--- src/rtl/accumulator_seq.sv ---
// Sequential accumulator for a multiplier's product stream.
// Sums iLen products per job and hands the result off with valid/ready.
module accumulator_seq #(
  parameter int BITWIDTH = 32,
  parameter int ACCWIDTH = 2*BITWIDTH+8,
  parameter int LENWIDTH = 8
) (
  input  logic                  iClk,
  input  logic                  iRstN,
  input  logic                  iClr,
  input  logic                  iStart,
  input  logic [LENWIDTH-1:0]   iLen,
  input  logic                  iValid,
  input  logic [2*BITWIDTH-1:0] iData,
  output logic                  oReady,
  output logic                  oValid,
  output logic [ACCWIDTH-1:0]   oData,
  input  logic                  iReady,
  output logic                  oBusy,
  output logic                  oOvf
);

  typedef enum logic [1:0] {
    IDLE,
    ACC,
    DONE
  } state_t;

  state_t                state;
  logic [LENWIDTH-1:0]   count;
  logic [ACCWIDTH-1:0]   acc;
  logic                  ovf;
  logic [ACCWIDTH:0]     sum;

  // One extra bit captures the carry that feeds the sticky overflow flag.
  assign sum = {1'b0, acc}
             + {{(ACCWIDTH+1-2*BITWIDTH){1'b0}}, iData};

  always_ff @(posedge iClk or negedge iRstN) begin
    if (!iRstN) begin
      state <= IDLE;
      count <= '0;
      acc   <= '0;
      ovf   <= 1'b0;
    end else if (iClr) begin
      state <= IDLE;
      count <= '0;
      acc   <= '0;
      ovf   <= 1'b0;
    end else begin
      case (state)
        IDLE: begin
          if (iStart) begin
            acc <= '0;
            ovf <= 1'b0;
            if (iLen == '0) begin
              state <= DONE;
            end else begin
              count <= iLen;
              state <= ACC;
            end
          end
        end
        ACC: begin
          if (iValid) begin
            acc   <= sum[ACCWIDTH-1:0];
            ovf   <= ovf | sum[ACCWIDTH];
            count <= count - 1'b1;
            if (count == LENWIDTH'(1)) begin
              state <= DONE;
            end
          end
        end
        DONE: begin
          if (iReady) begin
            state <= IDLE;
          end
        end
        default: state <= IDLE;
      endcase
    end
  end

  assign oReady = (state == ACC);
  assign oValid = (state == DONE);
  assign oBusy  = (state != IDLE);
  assign oData  = acc;
  assign oOvf   = ovf;

endmodule

--- config.mk ---
export PLATFORM = sky130hd
export DESIGN_NAME = accumulator_seq
export DESIGN_NICKNAME = d
export VERILOG_FILES = /design/src/rtl/accumulator_seq.sv
export SDC_FILE = /design/constraint.sdc
export NUM_CORES = 1
export LEC_CHECK = 0
export CELL_PAD_IN_SITES_DETAIL_PLACEMENT = 0
export CELL_PAD_IN_SITES_GLOBAL_PLACEMENT = 2
export CORE_MARGIN = 5
export CORE_UTILIZATION = 30
export DETAILED_ROUTE_END_ITERATION = 6
export HOLD_SLACK_MARGIN = 0.15
export PLACE_DENSITY = 0.89
export SYNTH_ARGS = -nofsm -noshare
export SYNTH_HDL_FRONTEND = slang
export SYNTH_SLANG_ARGS = --single-unit
--- constraint.sdc ---
create_clock -name iClk -period 3.15 [get_ports iClk]
set_input_delay 0.63 -clock iClk [delete_from_list [all_inputs] [get_ports iClk]]
set_output_delay 0.63 -clock iClk [all_outputs]
set_load 0.005 [all_outputs]
; After elaboration in Yosys (flattened, before gate mapping)
; Cells that the tools add are included.
[classes]
n_mux = 20
bitwise_logic = 1
n_eq_ne = 8
n_addsub = 2
reduce_logical = 7
[ops]
columns = cell, n
row1 = $mux W72, 3
row2 = $pmux W72 S2, 1
row3 = $add A72 B64 Y73, 1
row4 = $mux W8, 4
row5 = $pmux W8 S2, 1
row6 = $mux W2, 6
row7 = $ne A3 B3 Y1 const B, 3
row8 = $eq A8 B1 Y1 const B, 1
row9 = $logic_not A8 Y1, 1
row10 = $reduce_and A4 Y1, 2
row11 = $sub A8 B1 Y8 const B, 1
row12 = $ne A3 B2 Y1 const B, 2
row13 = $pmux W2 S3, 1
row14 = $mux W1, 3
row15 = $reduce_and A3 Y1, 1
row16 = $reduce_bool A3 Y1, 1
row17 = $eq A2 B1 Y1 const B, 1
row18 = $eq A2 B2 Y1 const B, 1
row19 = $logic_not A2 Y1, 1
row20 = $pmux W1 S2, 1
row21 = $reduce_bool A2 Y1, 1
row22 = $or A1 B1 Y1, 1
[word_totals]
register_bits = 83
inputBits = 78
wordCells = 42
output_inout_bits = 76

; Logic depth before layout (Yosys ltp)
[depth]
depth_word = 5
mapped_depth = 12
mapped_depth_nobuf = 12

; Least setup slack after synthesis
; Ideal clock, no wire load.
[synth_timing]
path_kind = in2reg
from = in iData[0]
to = reg ovf (netlist: oOvf)
slack_ns = 0.102
setup_time_ns = 0.119
path_buffers = 0
stages = 12
t_arrival_ns = 2.929
t_required_ns = 3.031
path_cell_list = ha_1 -> fa_1 -> a211oi_1 -> o21ai_0 -> and2_1 -> o211ai_2 -> a31o_4 -> o41a_4 -> a21oi_4 -> a211oi_2 -> nor4_1 -> o21a_1
[synth_via]
elab_chain_len = 5
[synth_rtl]
columns = element, line_no
row1 = "start, declared", 14  ; input logic [2*BITWIDTH-1:0] iData,
row2 = $add A72 B64 Y73, 37  ; + {{(ACCWIDTH+1-2*BITWIDTH){1'b0}}, iData};
row3 = $or A1 B1 Y1, 67  ; ovf <= ovf | sum[ACCWIDTH];
row4 = $mux W1, 65  ; if (iValid) begin
row5 = $pmux W1 S2, 51  ; case (state)
row6 = $mux W1, 45  ; end else if (iClr) begin
row7 = "end signal, assigned", 67
row8 = "end, declared", 32  ; logic ovf;
; No other way between the ends. The select of a mux whose other input is x is not followed.
; A chain may end at the register's enable or synchronous reset.

; Worst setup path in the final report
[layout_timing]
from = in iData[28]
to = reg acc[63] (netlist: oData[63])
[layout_via]
elab_chain_len = 4
[layout_rtl]
columns = element, line_no
row1 = $add A72 B64 Y73, 37
row2 = $mux W72, 65
row3 = $pmux W72 S2, 51
row4 = $mux W72, 45
row5 = "end signal, assigned", 66  ; acc <= sum[ACCWIDTH-1:0];
row6 = "end, declared", 31  ; logic [ACCWIDTH-1:0] acc;
; No other way between the ends. The select of a mux whose other input is x is not followed.

==> impl_metrics.yaml <==
status:
  status: "finished clean"
clock_network:
  insertion_delay_ns: 0.36
  cts_made_buffers: 9
  cts.path.max_buffers: 2
  clock-sinks: 83
  h-tree-depth: 3
  cts_tree: "yes"
  path_clk_slew_ns: 0.07
  root_buffer: "clkbuf_16"
floorplan:
  start_util_pct: 30.1
  core_um2: 24100
  die_w_um: 166
  io-pin-count: 154
  rows: 57
  die-area_um2: 27400
  dieHeight_um: 166
setup_path:
  rrSetupSlack_ns: 0.13
  arrival_ns: 3.31
  cp_cell_sequence: "clkdlybuf4s50_1 > ha_1 > buf_4 > a21oi_1 > o21ai_0 > nand2_1 > a21oi_2 > o21ai_1 > o41a_4 > o21ai_1 > a311oi_2 > xor2_1 > o21ai_1"
  crit_required_ns: 3.39
  max_stage_delay_ns: 0.47
  rr_endpoint: "oData[43]"
  startpoint_type: "input port"
  critical-path-top-delay-family: "compound AO/OA/AOI/OAI gates"
  critPathBufInv: 2
  regToRegStartpoint: "oData[6]"
  crit_path_end_kind: "flop"
  critPathMostFrequentCell: "o21ai_1"
  cp_slowest_cell: "clkdlybuf4s50_1"
  path_max_fanout: 5
  timing_worst_setup_path_type: "input port to flop"
  worst_r2r_path_depth: 11
synthesis:
  synth_area_um2: 7260
  yosysWarnings: 0
  synth_area_per_cell_um2: 8.04
  ys_types: 73
  ys_seq_area_share_pct: 28.6
  syn_nets: 1048
  synth-edff-count: 0
  async_flop_share_pct: 100
  ys_ff_latch: 83
  synth_ff_type: "dfrtp_1"
  syn_inst: 903
placement:
  place_congestion: 0.881
  dp_hpwl_um: 20200
  io_buffers: 153
  place_inst: 1528
timing:
  rsz0062_at_grt: "yes"
  setup_viol_count_final: 0
  drv_slew: 0
  fin_crit_ns: 3.08
  slew_headroom_pct: 57.8
  finClkSkew_ns: 0.0121
  hold_viol: 0
  setup_tns_ns: 0
  post-route-period-util_pct: 97.7
  max_slew.worst_pin.slew_ns: 0.628
  fmax_mhz: 325
  fin_hold_ws_ns: 0.261
grt:
  grt_pass1_vias: 8006
  antenna_found_initial: 0
  grt_pass1_wl_um: 41300
  grtUsageTotal_pct: 18.8
  grt_remaining_overflow: 0
  grt_max_degree: 45
cells_and_area:
  regArea_um2: 2080
  post-route-util_pct: 48.7
  drive_gt1_share_pct: 28.9
  area_delta_synth_final_pct: 61.7
  finalNonFillerCells: 1565
  fill_cells: 2433
  num_antenna_cells: 0
  multi_input_area_um2: 5750
  layout.nets: 1381
power:
  total_power_w: 0.00703
  ir_worst_vdd_uv: 317
  p_per_area_nw_per_um2: 599
  p_leak_nw: 5.08
detailed_routing:
  drc: 0
  wirelength_um: 26300
  drtAntennaViolNets: 0
  post_drt_wl_per_cell_um: 16.8
  via_count: 8027
  avgViaCountPerCell: 5.13
  drt_pre_antenna_iters: 6
  dr.first_iter.drc_count: 392
flow_run:
  cap_viol_max_count: 0
worst_hold_path:
  hold_class: "input port to async pin"
==> power by group <==
group | internal [W] | switching, W | total (W)
Sequential | 0.00129 | 0.000264 | 0.00156
Clock | 0.000695 | 0.000497 | 0.00119
Combinational | 0.00218 | 0.00210 | 0.00428
Total | 0.00417 | 0.00286 | 0.00703
==> cells by family (layout without fill, tap and decap cells) <==
| family | after synthesis | count (layout) | synth area share (%) |
|---|---|---|---|
| AND/OR/NAND/NOR | 291 | 291 | 19.3 |
| buffers and inverters | 62 | 400 | 3.34 |
| adder cells (fa/ha/maj) | 67 | 67 | 11.7 |
| XOR/XNOR | 59 | 59 | 7.12 |
| multiplexers | 2 | 2 | 0.310 |
| flip-flops | 83 | 83 | 28.6 |
| AO/OA/AOI/OAI | 339 | 339 | 29.7 |
==> synth_stat cells (3+ instances only) <==
master | count | area, um2
a21boi_0 | 4 | 30.0
o21ai_0 | 110 | 551
nor2b_1 | 5 | 31.3
or3_1 | 8 | 50.1
a21oi_1 | 92 | 460
o41ai_1 | 4 | 35.0
a31oi_1 | 5 | 31.3
nor4_1 | 6 | 37.5
o21a_1 | 9 | 67.6
buf_2 | 7 | 35.0
a31o_2 | 3 | 26.3
and3_1 | 7 | 43.8
o221ai_1 | 5 | 43.8
xor2_1 | 32 | 280
dfrtp_1 | 83 | 2080
or4_1 | 5 | 37.5
nand4_1 | 21 | 131
o21bai_1 | 10 | 75.1
a32oi_1 | 3 | 26.3
a22o_1 | 6 | 52.6
nand3_1 | 12 | 60.1
xnor2_1 | 27 | 236
and2_1 | 7 | 43.8
ha_1 | 66 | 826
a211oi_1 | 11 | 82.6
or2_2 | 5 | 31.3
nor2_1 | 56 | 210
o21ai_1 | 11 | 55.1
nor3_1 | 10 | 50.1
nand2_1 | 125 | 469
a21o_1 | 24 | 180
nand2b_1 | 14 | 87.6
inv_1 | 22 | 82.6
o211ai_1 | 3 | 22.5
o31ai_1 | 6 | 45.0
clkbuf_1 | 30 | 113
==> placed cells by master (no fill, tap or decap), drive strengths merged, types with 5 or more instances in the layout <==
cell type,instances
buf,211
clkdlybuf4s50,131
nand2,126
o21ai,121
a21oi,95
dfrtp,83
ha,66
nor2,56
xor2,32
xnor2,27
a21o,24
inv,22
nand4,21
nand2b,15
dlygate4sd2,14
nor3,13
nand3,12
clkbuf,12
a211oi,12
o21bai,10
o21a,9
or3,9
and3,7
and2,7
o31ai,7
nor4,7
o221ai,6
a22o,6
a31oi,6
a21boi,6
or2,5
or4,5
dlymetal6s2s,5
nor2b,5
==> stage by stage <==
step	worst slack [ns]	cell area, um2
after floorplan	0.102	7260
after global placement	-0.609	10500
after detailed placement	-0.747	10500
after CTS	0.00205	11200
after global routing	-0.0401	11700
final	0.0729	11700
==> state kept, by name (all words and copies together) (netlist names) <==
name / count
count: 8
oData: 72
oOvf: 1
state: 2
==> worst register-to-register path: stages (launching register included) <==
cell and delay (ns):
dfrtp_1 0.42, ha_4 0.24, a21o_1 0.18, or3b_1 0.39, o211a_1 0.29, a21o_1 0.22
a21oi_4 0.23, nor3_2 0.07, nor3_2 0.21, nor3_2 0.07, or3_1 0.34, a32o_1 0.22
==> per-layer routing <==
metal,share of wire (%),up-vias,track usage (%)
met3,4.8,25,3.45
met1,46,3839,25.0
met4,1.4,0,4.87
li1,-,3984,-
met2,48,179,31.5
met5,0,-,0
==> cell type report <==
type,instances,share of cell area [%]
multi-input cells,758,49.0
repair buffers,362,26.5
flip-flops and latches,83,17.7
well taps,324,3.45
clock buffers,11,1.98
inverters,22,0.703
clock inverters,5,0.661
==> worst max-delay path by stage <==
stage                     end  cells after the start  startpoint
detailed placement  oData[66]                     14    iData[0]
floorplan                oOvf                     12    iData[0]
global placement    oData[66]                     14    iData[0]
finish              oData[63]                     13   iData[28]
CTS                 oData[68]                     12   iData[19]
global route        oData[43]                     12   iData[12]
==> what timing repair did <==
action / 4_1_cts / 5_1_grt
hold buffers: 0 / 0
setup endpoints to repair: 44 / 30
pin swaps: 44 / 55
gates resized for setup: 80 / 90
gates cloned: 0 / 0
buffers inserted: 16 / 7
Power figures use the tool's default switching activity.
